## config.mk

```make
export PLATFORM = sky130hd
export DESIGN_NAME = uart_rx_flat
export DESIGN_NICKNAME = d
export VERILOG_FILES = /design/src/rtl/uart_rx_if.sv /design/src/rtl/uart_rx.sv /design/src/flat_wrapper.sv
export SDC_FILE = /design/constraint.sdc
export NUM_CORES = 1
export LEC_CHECK = 0
export CAP_MARGIN = 20
export CORE_MARGIN = 2
export CORE_UTILIZATION = 35
export CTS_CLUSTER_DIAMETER = 200
export CTS_CLUSTER_SIZE = 24
export DETAILED_ROUTE_END_ITERATION = 10
export PLACE_DENSITY_LB_ADDON = 0.2
export SLEW_MARGIN = 10
export SYNTH_ARGS = -nofsm -noshare
export SYNTH_HDL_FRONTEND = slang
export SYNTH_SLANG_ARGS = --single-unit
```

## constraint.sdc

```tcl
create_clock -name i_Clock -period 3.5 [get_ports i_Clock]
set_input_delay 0.35 -clock i_Clock [delete_from_list [all_inputs] [get_ports i_Clock]]
set_output_delay 0.35 -clock i_Clock [all_outputs]
set_load 0.02 [all_outputs]
```

## src/rtl/uart_rx_if.sv

```systemverilog
// Receiver-side bundle for the 8N1 UART: serial line in, byte/status out.
interface uart_rx_if;
  logic       i_Rx_Serial;
  logic       o_Rx_DV;
  logic [7:0] o_Rx_Byte;
  logic       o_Rx_Active;
  logic       o_Rx_Frame_Err;

  // master: the receiver itself; slave: whoever drives the line and consumes bytes
  modport master (
    input  i_Rx_Serial,
    output o_Rx_DV,
    output o_Rx_Byte,
    output o_Rx_Active,
    output o_Rx_Frame_Err
  );

  modport slave (
    output i_Rx_Serial,
    input  o_Rx_DV,
    input  o_Rx_Byte,
    input  o_Rx_Active,
    input  o_Rx_Frame_Err
  );
endinterface

```

## src/rtl/uart_rx.sv

```systemverilog
// 8N1 UART receiver: synchronised input, mid-bit start validation, centre
// sampling, one-cycle DV / framing-error strobes and line-break recovery.
module uart_rx #(
  parameter int unsigned CLKS_PER_BIT = 87
) (
  input logic       i_Clock,
  input logic       i_Reset,
  uart_rx_if.master bus
);

  localparam int unsigned HALF = (CLKS_PER_BIT - 1) / 2;
  localparam int unsigned CW   = $clog2(CLKS_PER_BIT);

  typedef enum logic [2:0] {
    IDLE    = 3'd0,
    START   = 3'd1,
    DATA    = 3'd2,
    STOP    = 3'd3,
    CLEANUP = 3'd4,
    BREAK   = 3'd5
  } state_t;

  logic          rx_meta, rx_sync;
  state_t        state_q, state_d;
  logic [CW-1:0] cnt_q, cnt_d;
  logic [2:0]    idx_q, idx_d;
  logic [7:0]    shadow_q, shadow_d;
  logic [7:0]    byte_q, byte_d;
  logic          dv_q, dv_d;
  logic          active_q, active_d;
  logic          ferr_q, ferr_d;

  // State and output registers; the two-flop synchroniser resets to idle-high
  always_ff @(posedge i_Clock) begin
    if (i_Reset) begin
      rx_meta  <= 1'b1;
      rx_sync  <= 1'b1;
      state_q  <= IDLE;
      cnt_q    <= '0;
      idx_q    <= '0;
      shadow_q <= 8'h00;
      byte_q   <= 8'h00;
      dv_q     <= 1'b0;
      active_q <= 1'b0;
      ferr_q   <= 1'b0;
    end else begin
      rx_meta  <= bus.i_Rx_Serial;
      rx_sync  <= rx_meta;
      state_q  <= state_d;
      cnt_q    <= cnt_d;
      idx_q    <= idx_d;
      shadow_q <= shadow_d;
      byte_q   <= byte_d;
      dv_q     <= dv_d;
      active_q <= active_d;
      ferr_q   <= ferr_d;
    end
  end

  // Next-state and next-output logic
  always_comb begin
    state_d  = state_q;
    cnt_d    = cnt_q;
    idx_d    = idx_q;
    shadow_d = shadow_q;
    byte_d   = byte_q;
    dv_d     = 1'b0;
    ferr_d   = 1'b0;
    active_d = active_q;

    unique case (state_q)
      IDLE: begin
        if (!rx_sync) begin
          state_d  = START;
          cnt_d    = '0;
          active_d = 1'b1;
        end
      end

      START: begin
        if (cnt_q == CW'(HALF)) begin
          cnt_d = '0;
          idx_d = 3'd0;
          if (!rx_sync) begin
            state_d = DATA;
          end else begin
            state_d  = IDLE;
            active_d = 1'b0;
          end
        end else begin
          cnt_d = cnt_q + CW'(1);
        end
      end

      DATA: begin
        if (cnt_q == CW'(CLKS_PER_BIT - 1)) begin
          shadow_d[idx_q] = rx_sync;
          cnt_d           = '0;
          if (idx_q == 3'd7) begin
            state_d = STOP;
          end else begin
            idx_d = idx_q + 3'd1;
          end
        end else begin
          cnt_d = cnt_q + CW'(1);
        end
      end

      STOP: begin
        if (cnt_q == CW'(CLKS_PER_BIT - 1)) begin
          cnt_d = '0;
          if (rx_sync) begin
            byte_d  = shadow_q;
            dv_d    = 1'b1;
            state_d = CLEANUP;
          end else begin
            ferr_d  = 1'b1;
            state_d = BREAK;
          end
        end else begin
          cnt_d = cnt_q + CW'(1);
        end
      end

      CLEANUP: begin
        active_d = 1'b0;
        state_d  = IDLE;
      end

      // Hold off new frames until the line returns high
      BREAK: begin
        if (rx_sync) begin
          active_d = 1'b0;
          state_d  = IDLE;
        end
      end

      default: begin
        state_d  = IDLE;
        active_d = 1'b0;
      end
    endcase
  end

  assign bus.o_Rx_DV        = dv_q;
  assign bus.o_Rx_Byte      = byte_q;
  assign bus.o_Rx_Active    = active_q;
  assign bus.o_Rx_Frame_Err = ferr_q;

endmodule

```

## src/flat_wrapper.sv

```systemverilog
// flat-port wrapper written by rule: the top's interface ports become plain ports
module uart_rx_flat 
#(
  parameter int unsigned CLKS_PER_BIT = 87
)
  (i_Clock, i_Reset, bus_i_Rx_Serial, bus_o_Rx_DV, bus_o_Rx_Byte, bus_o_Rx_Active, bus_o_Rx_Frame_Err);
  uart_rx_if bus_i ();
  input logic i_Clock;
  input logic i_Reset;
  input wire logic [$bits(bus_i.i_Rx_Serial)-1:0] bus_i_Rx_Serial;
  output wire logic [$bits(bus_i.o_Rx_DV)-1:0] bus_o_Rx_DV;
  output wire logic [$bits(bus_i.o_Rx_Byte)-1:0] bus_o_Rx_Byte;
  output wire logic [$bits(bus_i.o_Rx_Active)-1:0] bus_o_Rx_Active;
  output wire logic [$bits(bus_i.o_Rx_Frame_Err)-1:0] bus_o_Rx_Frame_Err;
  assign bus_i.i_Rx_Serial = bus_i_Rx_Serial;
  assign bus_o_Rx_DV = bus_i.o_Rx_DV;
  assign bus_o_Rx_Byte = bus_i.o_Rx_Byte;
  assign bus_o_Rx_Active = bus_i.o_Rx_Active;
  assign bus_o_Rx_Frame_Err = bus_i.o_Rx_Frame_Err;
  uart_rx #(.CLKS_PER_BIT(CLKS_PER_BIT)) u_core (.i_Clock(i_Clock), .i_Reset(i_Reset), .bus(bus_i));
endmodule
```

### Yosys cells after proc, flatten, opt, wreduce, memory -nomap -nowiden

Index checks and enable logic that the tools add are counted.

* bits in read-only memories: 0
* memories: 0
* RAM bits: 0
* bits in registers: 34
* output and inout port bits: 11
* bits in latches: 0

* mux-type cells: 26
* order comparisons: 2
* equal/unequal tests: 14
* reductions and logical operators: 12
* shift-type cells: 0
* bitwise operators: 3
* div/mod/pow operators: 0
* multiply operators: 0
* add/sub/neg operators: 2

Operators with widths (count)
* 2-to-1 mux 3 bit: 9
* 2-to-1 mux 7 bit: 3
* one-hot mux 7 bit (3 select lines): 1
* one-hot mux 3 bit (5 select lines): 1
* != test 2 x 1 -> 1 bit (second input constant): 5
* bitwise mux 8 bit: 1
* adder 7 x 1 -> 7 bit (second input constant): 1
* equality test 7 x 6 -> 1 bit (second input constant): 1
* equality test 7 bit (second input constant): 1
* 2-to-1 mux 1 bit: 7
* equality test 3 x 2 -> 1 bit (second input constant): 2
* equality test 3 bit (second input constant): 2
* one-hot mux 3 bit (2 select lines): 1
* AND reduction 3 bit: 2
* AND reduction 6 bit: 1
* < comparator 3 x 4 -> 1 bit (second input constant): 1
* != test 2 bit (second input constant): 2
* one-hot mux 1 bit (4 select lines): 1
* AND reduction 2 bit: 2
* AND reduction 4 bit: 1
* adder 3 x 1 -> 3 bit (second input constant): 1
* demux 1 bit (select 3 bit): 1
* equality test 3 x 1 -> 1 bit (second input constant): 1
* greater-or-equal comparator 3 x 1 -> 1 bit (second input constant): 1
* other kinds (8): 10

### Logic depth before layout (Yosys ltp)

Gate-level depths: netlist (run 1).

* depth in word-level cells: 5
* gate-level depth with buffers: 8
* mapped depth without buffers: 6

### Worst setup path before layout (run 1)

OpenSTA, ideal clock, no wires.

* path type: register -> register
* from: register u_core.cnt_q[0]
* to: register u_core.dv_q (netlist: u_core.bus.o_Rx_DV)
* data required time: 3.385 ns
* path buffers: 2
* data arrival time: 1.501 ns
* clock period less this slack: 1.616 ns
* cell stages (with the launch flop): 9
* library setup time: 0.115 ns
* slack: 1.884 ns
* cell sequence: dfxtp_1 -> inv_1 -> ha_1 -> and2_1 -> buf_2 -> and2_1 -> and4_1 -> buf_4 -> and2_1

* cells in the longest elaborated chain, start to end: 3

RTL lines
* start: declaration: RTL line uart_rx.sv:25 `logic [CW-1:0] cnt_q, cnt_d;`
* start signal: assignment: RTL line uart_rx.sv:50 `cnt_q <= cnt_d;`
* equality test 7 bit: RTL line uart_rx.sv:110 `if (cnt_q == CW'(CLKS_PER_BIT - 1)) begin`
* inverter 1 bit (no source line)
* OR reduction 3 bit (no source line)
* end signal: assignment: RTL line uart_rx.sv:54 `dv_q <= dv_d;`
* end: declaration: RTL line uart_rx.sv:29 `logic dv_q, dv_d;`

No other way between the ends.
A chain may end at the register's enable or synchronous reset.

==> results of run 1 <==
-- power by group through the flow --
stage | Clock (W) | Sequential [W] | Combinational (W)
6_report | 0.000301 | 0.000394 | 0.0000290
5_1_grt | 0.000328 | 0.000395 | 0.0000328
4_1_cts | 0.000312 | 0.000394 | 0.0000295
3_5_place_dp | 0 | 0.000403 | 0.0000295
3_3_place_gp | 0 | 0.000403 | 0.0000285
2_1_floorplan | 0 | 0.000401 | 0.0000218
-- worst max path at each step --
stage / from / to / slack [ns] / cells after the start
floorplan: u_core.cnt_q[0]$_SDFFE_PP0P_ / u_core.bus.o_Rx_DV$_SDFF_PP0_ / 1.88 / 8
global placement: i_Reset / u_core.shadow_q[7]$_SDFFE_PP0P_ / 1.20 / 4
detailed placement: i_Reset / u_core.shadow_q[6]$_SDFFE_PP0P_ / 1.14 / 4
CTS: i_Reset / u_core.shadow_q[6]$_SDFFE_PP0P_ / 1.46 / 4
global route: i_Reset / u_core.shadow_q[5]$_SDFFE_PP0P_ / 1.23 / 4
finish: i_Reset / u_core.shadow_q[5]$_SDFFE_PP0P_ / 1.51 / 4
-- through the flow --
stage	total power (W)	hold WS (ns)	setup WS, ns
final	0.000725	0.412	1.51
after detailed placement	0.000433	0.408	1.14
after floorplan	0.000423	0.389	1.88
after CTS	0.000736	0.418	1.46
after global placement	0.000431	0.400	1.20
after global routing	0.000756	0.438	1.23
-- layer usage --
| layer | GRT usage [%] | vias up | part of all wire (%) |
|---|---|---|---|
| met4 | 6.17 | 0 | 1.6 |
| met1 | 18.5 | 627 | 47 |
| met3 | 4.44 | 6 | 5.4 |
| met2 | 22.9 | 43 | 46 |
| li1 | - | 683 | - |
| met5 | 0 | - | 0 |
-- cells by family (layout without fill, tap and decap cells) --
logic type	Yosys count	in the layout	synth area share (%)
and+or+nand+nor	93	93	29.7
DFF	34	34	41.4
AOI/OAI and AO/OA	26	26	11.0
muxes	19	19	11.6
buffers and inverters	12	24	3.27
adders and majority gates	4	4	3.04
-- cell usage in the layout (no fill, tap or decap), types with 2 or more instances in the layout --
| cell type | count |
|---|---|
| nand2_1 | 34 |
| dfxtp_1 | 34 |
| mux2i_1 | 19 |
| clkdlybuf4s50_1 | 13 |
| nor2_1 | 12 |
| a21oi_1 | 9 |
| and2_1 | 6 |
| nand3_1 | 6 |
| clkbuf_8 | 6 |
| nor3b_1 | 5 |
| nor2b_1 | 5 |
| nor3_1 | 5 |
| nand2b_1 | 4 |
| or2_2 | 4 |
| ha_1 | 4 |
| o22ai_1 | 3 |
| o21ai_0 | 3 |
| nand4b_1 | 2 |
| o211ai_1 | 2 |
| o311ai_1 | 2 |
| nand4_1 | 2 |
| a31oi_1 | 2 |
| nor4_1 | 2 |
-- cell type report --
cell class,instances,area (sq um),share of cell area (%)
timing repair buffer,14,138,7.28
clock buffer,7,86.3,4.56
clock inverter,1,5.00,0.265
inverter,2,7.51,0.397
multi-input combinational,142,910,48.1
tap,52,65.1,3.44
sequential,34,681,36.0
-- worst max-delay path: stages --
cell and delay [ns]:
clkdlybuf4s50_1 0.77, clkinv_1 0.50, nand2_1 0.39, mux2i_1 0.13
-- sequential cells by signal, indices dropped and copies added, names as in the netlist --
register                   flops
u_core.bus.o_Rx_Frame_Err      1
u_core.state_q                 3
u_core.rx_sync                 1
u_core.bus.o_Rx_DV             1
u_core.cnt_q                   7
u_core.idx_q                   3
u_core.rx_meta                 1
u_core.shadow_q                8
u_core.bus.o_Rx_Active         1
u_core.bus.o_Rx_Byte           8
==> results.sh, run 1 <==
export IMPL_leakage_nw=0.604
export IMPL_initial_core_util_pct=37.0
export IMPL_relSlewSlack_pct=61.9
export IMPL_grt_antenna_before_repair=0
export IMPL_die_area_sq_um=5260
export IMPL_via_per_inst=5.39
export IMPL_fin_setup_tns_ns=0
export IMPL_p_per_area_nw_per_um2=383
export IMPL_drtIter0Drc=99
export IMPL_stdcell_count=252
export IMPL_hold_viol_final=0
export IMPL_post_cts_buffers=0
export IMPL_final_cell_area_sq_um=1890
export IMPL_ys_top_cells_by_count="dfxtp_1 (34), nand2_1 (34), mux2i_1 (19)"
export IMPL_synth_seq_area_share_pct=41.4
export IMPL_wl_um=3380
export IMPL_rsz0062_at_grt="no"
export IMPL_min_from="u_core.rx_meta$_SDFF_PP1_"
export IMPL_vias=1359
export IMPL_drv_slew=0
export IMPL_cts_hold_buf=0
export IMPL_max_freq_ghz=0.501
export IMPL_place_congestion=0.793
export IMPL_grt_use_total_pct=14.6
export IMPL_clkTransAtPathRegs_ns=0.08
export IMPL_irDropWorstVdd_uv=266
export IMPL_cap_violations=0
export IMPL_avgSynthCellArea_sq_um=8.75
export IMPL_core_sq_um=4440
export IMPL_die_h_um=72.5
export IMPL_status="complete, no violations"
export IMPL_ant_nets=0
export IMPL_post_route_util_pct=42.6
export IMPL_syn_nets=195
export IMPL_finalSetupViolCount=0
export IMPL_pwr_share_comb_pct=4.0
export IMPL_hp_class="flop to flop"
export IMPL_seqPwrFrac_pct=54.4
export IMPL_fin_nets=206
export IMPL_r2r_setup_slack_ns=1.60
export IMPL_areaGrowthSynthToFinish_pct=15.1
export IMPL_startpoint_type="input pin"
export IMPL_r2r_start="u_core.cnt_q[0]$_SDFFE_PP0P_"
export IMPL_sw_frac_of_total_pct=22.8
export IMPL_io_pins=14
export IMPL_synthTopCellsByArea="dfxtp_1 (41%), mux2i_1 (12%), nand2_1 (7.8%), ha_1 (3.0%), a21oi_1 (2.7%)"
export IMPL_place_area_sq_um=1800
export IMPL_dp_cells=244
export IMPL_diodes=0
export IMPL_holdPathEnd="u_core.rx_sync$_SDFF_PP1_"
export IMPL_cts_root_buf="clkbuf_8"
export IMPL_die_w_um=72.5
export IMPL_synth_async_reset_ratio_pct=0
export IMPL_grt_max_degree=17
export IMPL_cp_end_kind="flop"
export IMPL_ys_seq_elements=34
export IMPL_drc_errors=0
export IMPL_cts_htree_levels=2
export IMPL_crit_fanout=16
export IMPL_finClkSkew_ns=0.0110
export IMPL_period_needed_ns=1.99
export IMPL_power_internal_w=0.000559
export IMPL_cts_max_path_buffers=2
export IMPL_syn_inst=188
export IMPL_worst_pin_slew_ns=0.572
export IMPL_grt_pass1_vias=1325
export IMPL_synth_distinct_cells=37
export IMPL_hold_path_depth=1
export IMPL_dr_pass1_iters=4
export IMPL_r2r_end="u_core.bus.o_Rx_Byte[5]$_SDFFE_PP0P_"
export IMPL_cp_arrival_ns=2.15
export IMPL_syn_area_sq_um=1640
export IMPL_grt_first_pass_wirelength_um=6050
export IMPL_nFillCells=448
export IMPL_dp_hpwl_um=2300
export IMPL_drive_gt1_share_pct=8.50
export IMPL_worstSetupPathType="input pin to flop"
export IMPL_power_switching_w=0.000165
export IMPL_clock_latency_ns=0.29
export IMPL_rows=24
export IMPL_ff2ff_path_depth=6
export IMPL_synth_edff_count=0
export IMPL_cts_buffers=5
export IMPL_place_port_buffers=13
export IMPL_cts_tree="yes"
export IMPL_yosysTopAreaCell="dfxtp_1"
export IMPL_fin_crit_sh_pct=57.0
export IMPL_post_cts_resized=0
export IMPL_cp_data_required_time_ns=3.66
export IMPL_overflow=0
export IMPL_clkPwrFrac_pct=41.6
export IMPL_wire_per_inst_um=13.4
export IMPL_yosys_area_top_type_share_pct=41.4
export IMPL_ys_flop_type="dfxtp_1"
export IMPL_yosysWarnings=0
export IMPL_cts_num_sinks=34
Power figures use the tool's default switching activity.
==> inputs of run 2 (changes only) <==
==> constraint.sdc (replaced) <==
create_clock -name i_Clock -period 1.6 [get_ports i_Clock]
set_input_delay 0.16 -clock i_Clock [delete_from_list [all_inputs] [get_ports i_Clock]]
set_output_delay 0.16 -clock i_Clock [all_outputs]
set_load 0.02 [all_outputs]
==> results.sh, run 2 (synthesis results as in run 1) <==
export IMPL_status="complete, no violations"
export IMPL_grt_pass1_vias=1418
export IMPL_hold_viol_final=0
export IMPL_wire_per_inst_um=13.1
export IMPL_finalSetupViolCount=0
export IMPL_cap_violations=0
export IMPL_cp_data_required_time_ns=1.82
export IMPL_fin_crit_sh_pct=96.0
export IMPL_place_port_buffers=13
export IMPL_layout_commonest_cell="nand2_1"
export IMPL_post_route_util_pct=47.7
export IMPL_io_pins=14
export IMPL_drv_slew=0
export IMPL_min_from="u_core.rx_meta$_SDFF_PP1_"
export IMPL_grt_max_degree=20
export IMPL_slowest_stage="and4bb_4"
export IMPL_r2r_end="u_core.bus.o_Rx_Byte[3]$_SDFFE_PP0P_"
export IMPL_via_per_inst=5.29
export IMPL_hold_path_depth=1
export IMPL_place_congestion=0.879
export IMPL_cts_num_sinks=34
export IMPL_p_per_area_nw_per_um2=820
export IMPL_overflow=0
export IMPL_irDropWorstVdd_uv=592
export IMPL_critPathMaxStageDelay_ns=0.40
export IMPL_core_sq_um=4440
export IMPL_die_area_sq_um=5260
export IMPL_dp_hpwl_um=2570
export IMPL_initial_core_util_pct=37.0
export IMPL_place_area_sq_um=1960
export IMPL_drive_gt1_share_pct=22.3
export IMPL_wl_um=3580
export IMPL_rows=24
export IMPL_die_w_um=72.5
export IMPL_fin_setup_tns_ns=0
export IMPL_drtIter0Drc=74
export IMPL_ff2ff_path_depth=5
export IMPL_finClkSkew_ns=0.0126
export IMPL_max_freq_ghz=0.651
export IMPL_startpoint_type="flop"
export IMPL_vias=1438
export IMPL_leakage_nw=0.730
export IMPL_cts_buffers=5
export IMPL_grt_first_pass_wirelength_um=6490
export IMPL_relSlewSlack_pct=78.9
export IMPL_cts_htree_levels=2
export IMPL_final_cell_area_sq_um=2120
export IMPL_r2r_setup_slack_ns=0.06
export IMPL_cts_hold_buf=0
export IMPL_diodes=0
export IMPL_cp_arrival_ns=1.76
export IMPL_dp_cells=264
export IMPL_path_cells="and4bb_4 -> and2_1 -> and4_1 -> buf_12 -> mux2i_1"
export IMPL_cp_end_kind="flop"
export IMPL_stdcell_count=272
export IMPL_holdPathEnd="u_core.rx_sync$_SDFF_PP1_"
export IMPL_layout_common_cells="nand2_1 (34), dfxtp_1 (29), buf_4 (20), mux2i_1 (19), clkdlybuf4s50_1 (13)"
export IMPL_drc_errors=0
export IMPL_dr_pass1_iters=4
export IMPL_die_h_um=72.5
export IMPL_fin_nets=226
export IMPL_cts_root_buf="clkbuf_8"
export IMPL_worst_pin_slew_ns=0.316
export IMPL_cts_tree="yes"
export IMPL_period_needed_ns=1.54
export IMPL_clock_latency_ns=0.29
export IMPL_cts_max_path_buffers=2
export IMPL_grt_antenna_before_repair=0
export IMPL_ant_nets=0
export IMPL_worstSetupPathType="flop to flop"
export IMPL_grt_use_total_pct=15.6
export IMPL_areaGrowthSynthToFinish_pct=29.1
export IMPL_hp_class="flop to flop"
export IMPL_r2r_start="u_core.cnt_q[5]$_SDFFE_PP0P_"
export IMPL_clkTransAtPathRegs_ns=0.08
export IMPL_crit_fanout=9
## run 2: layout make-up
type | count | area, sq um
Tap cell | 52 | 65.1
Fill cell | 442 | 2320
Timing Repair Buffer | 34 | 300
Multi-Input combinational cell | 142 | 948
Clock inverter | 3 | 45.0
Clock buffer | 5 | 68.8
Inverter | 2 | 7.51
Sequential cell | 34 | 687
## run 2: where the power goes
part,total (W),internal [W],switching (W),leakage (nW)
clock network,0.000799,0.000463,0.000336,0.0504
registers,0.000862,0.000853,0.00000896,0.277
logic,0.0000787,0.0000332,0.0000455,0.403
total,0.00174,0.00135,0.000390,0.730
## run 2: per-layer routing
metal  share of wire (%)  up-vias  global-route usage (%)
met5                   0        -                       0
li1                    -      722                       -
met4                0.95        0                    4.73
met3                 4.8        4                    4.72
met1                  49      675                    21.2
met2                  45       37                    23.7
## run 2: worst max-delay path by stage
stage,from,end,slack [ns],cells after the start
2_1_floorplan,u_core.cnt_q[0]$_SDFFE_PP0P_,u_core.bus.o_Rx_DV$_SDFF_PP0_,0.02,8
3_3_place_gp,u_core.cnt_q[0]$_SDFFE_PP0P_,u_core.bus.o_Rx_DV$_SDFF_PP0_,0.04,7
3_5_place_dp,u_core.cnt_q[1]$_SDFFE_PP0P_,u_core.bus.o_Rx_Byte[6]$_SDFFE_PP0P_,-0.004,6
4_1_cts,u_core.cnt_q[1]$_SDFFE_PP0P_,u_core.bus.o_Rx_Byte[6]$_SDFFE_PP0P_,0.002,6
5_1_grt,u_core.cnt_q[0]$_SDFFE_PP0P_,u_core.cnt_q[6]$_SDFFE_PP0P_,-0.006,7
6_report,u_core.cnt_q[5]$_SDFFE_PP0P_,u_core.bus.o_Rx_Byte[3]$_SDFFE_PP0P_,0.06,5
## run 2: repair_timing
action / CTS / global route
buffers inserted: 0 / 0
endpoints found under the setup margin: 0 / 24
resized for setup: 0 / 13
## run 2: critical path, delay by kind of cell, from the launching register on
kind	cells	cell delay, ns
flip-flops	1	0.34
multiplexers	1	0.18
buffers and inverters	1	0.15
AND/OR/NAND/NOR	3	0.79
## run 2: metrics by stage
step                      power (W)  worst slack [ns]  hold slack, ns
final                       0.00174            0.0633           0.415
after global routing        0.00183          -0.00634           0.439
after CTS                   0.00177           0.00190           0.417
after detailed placement   0.000957          -0.00384           0.398
after global placement     0.000954            0.0390           0.396
after floorplan            0.000925            0.0220           0.264
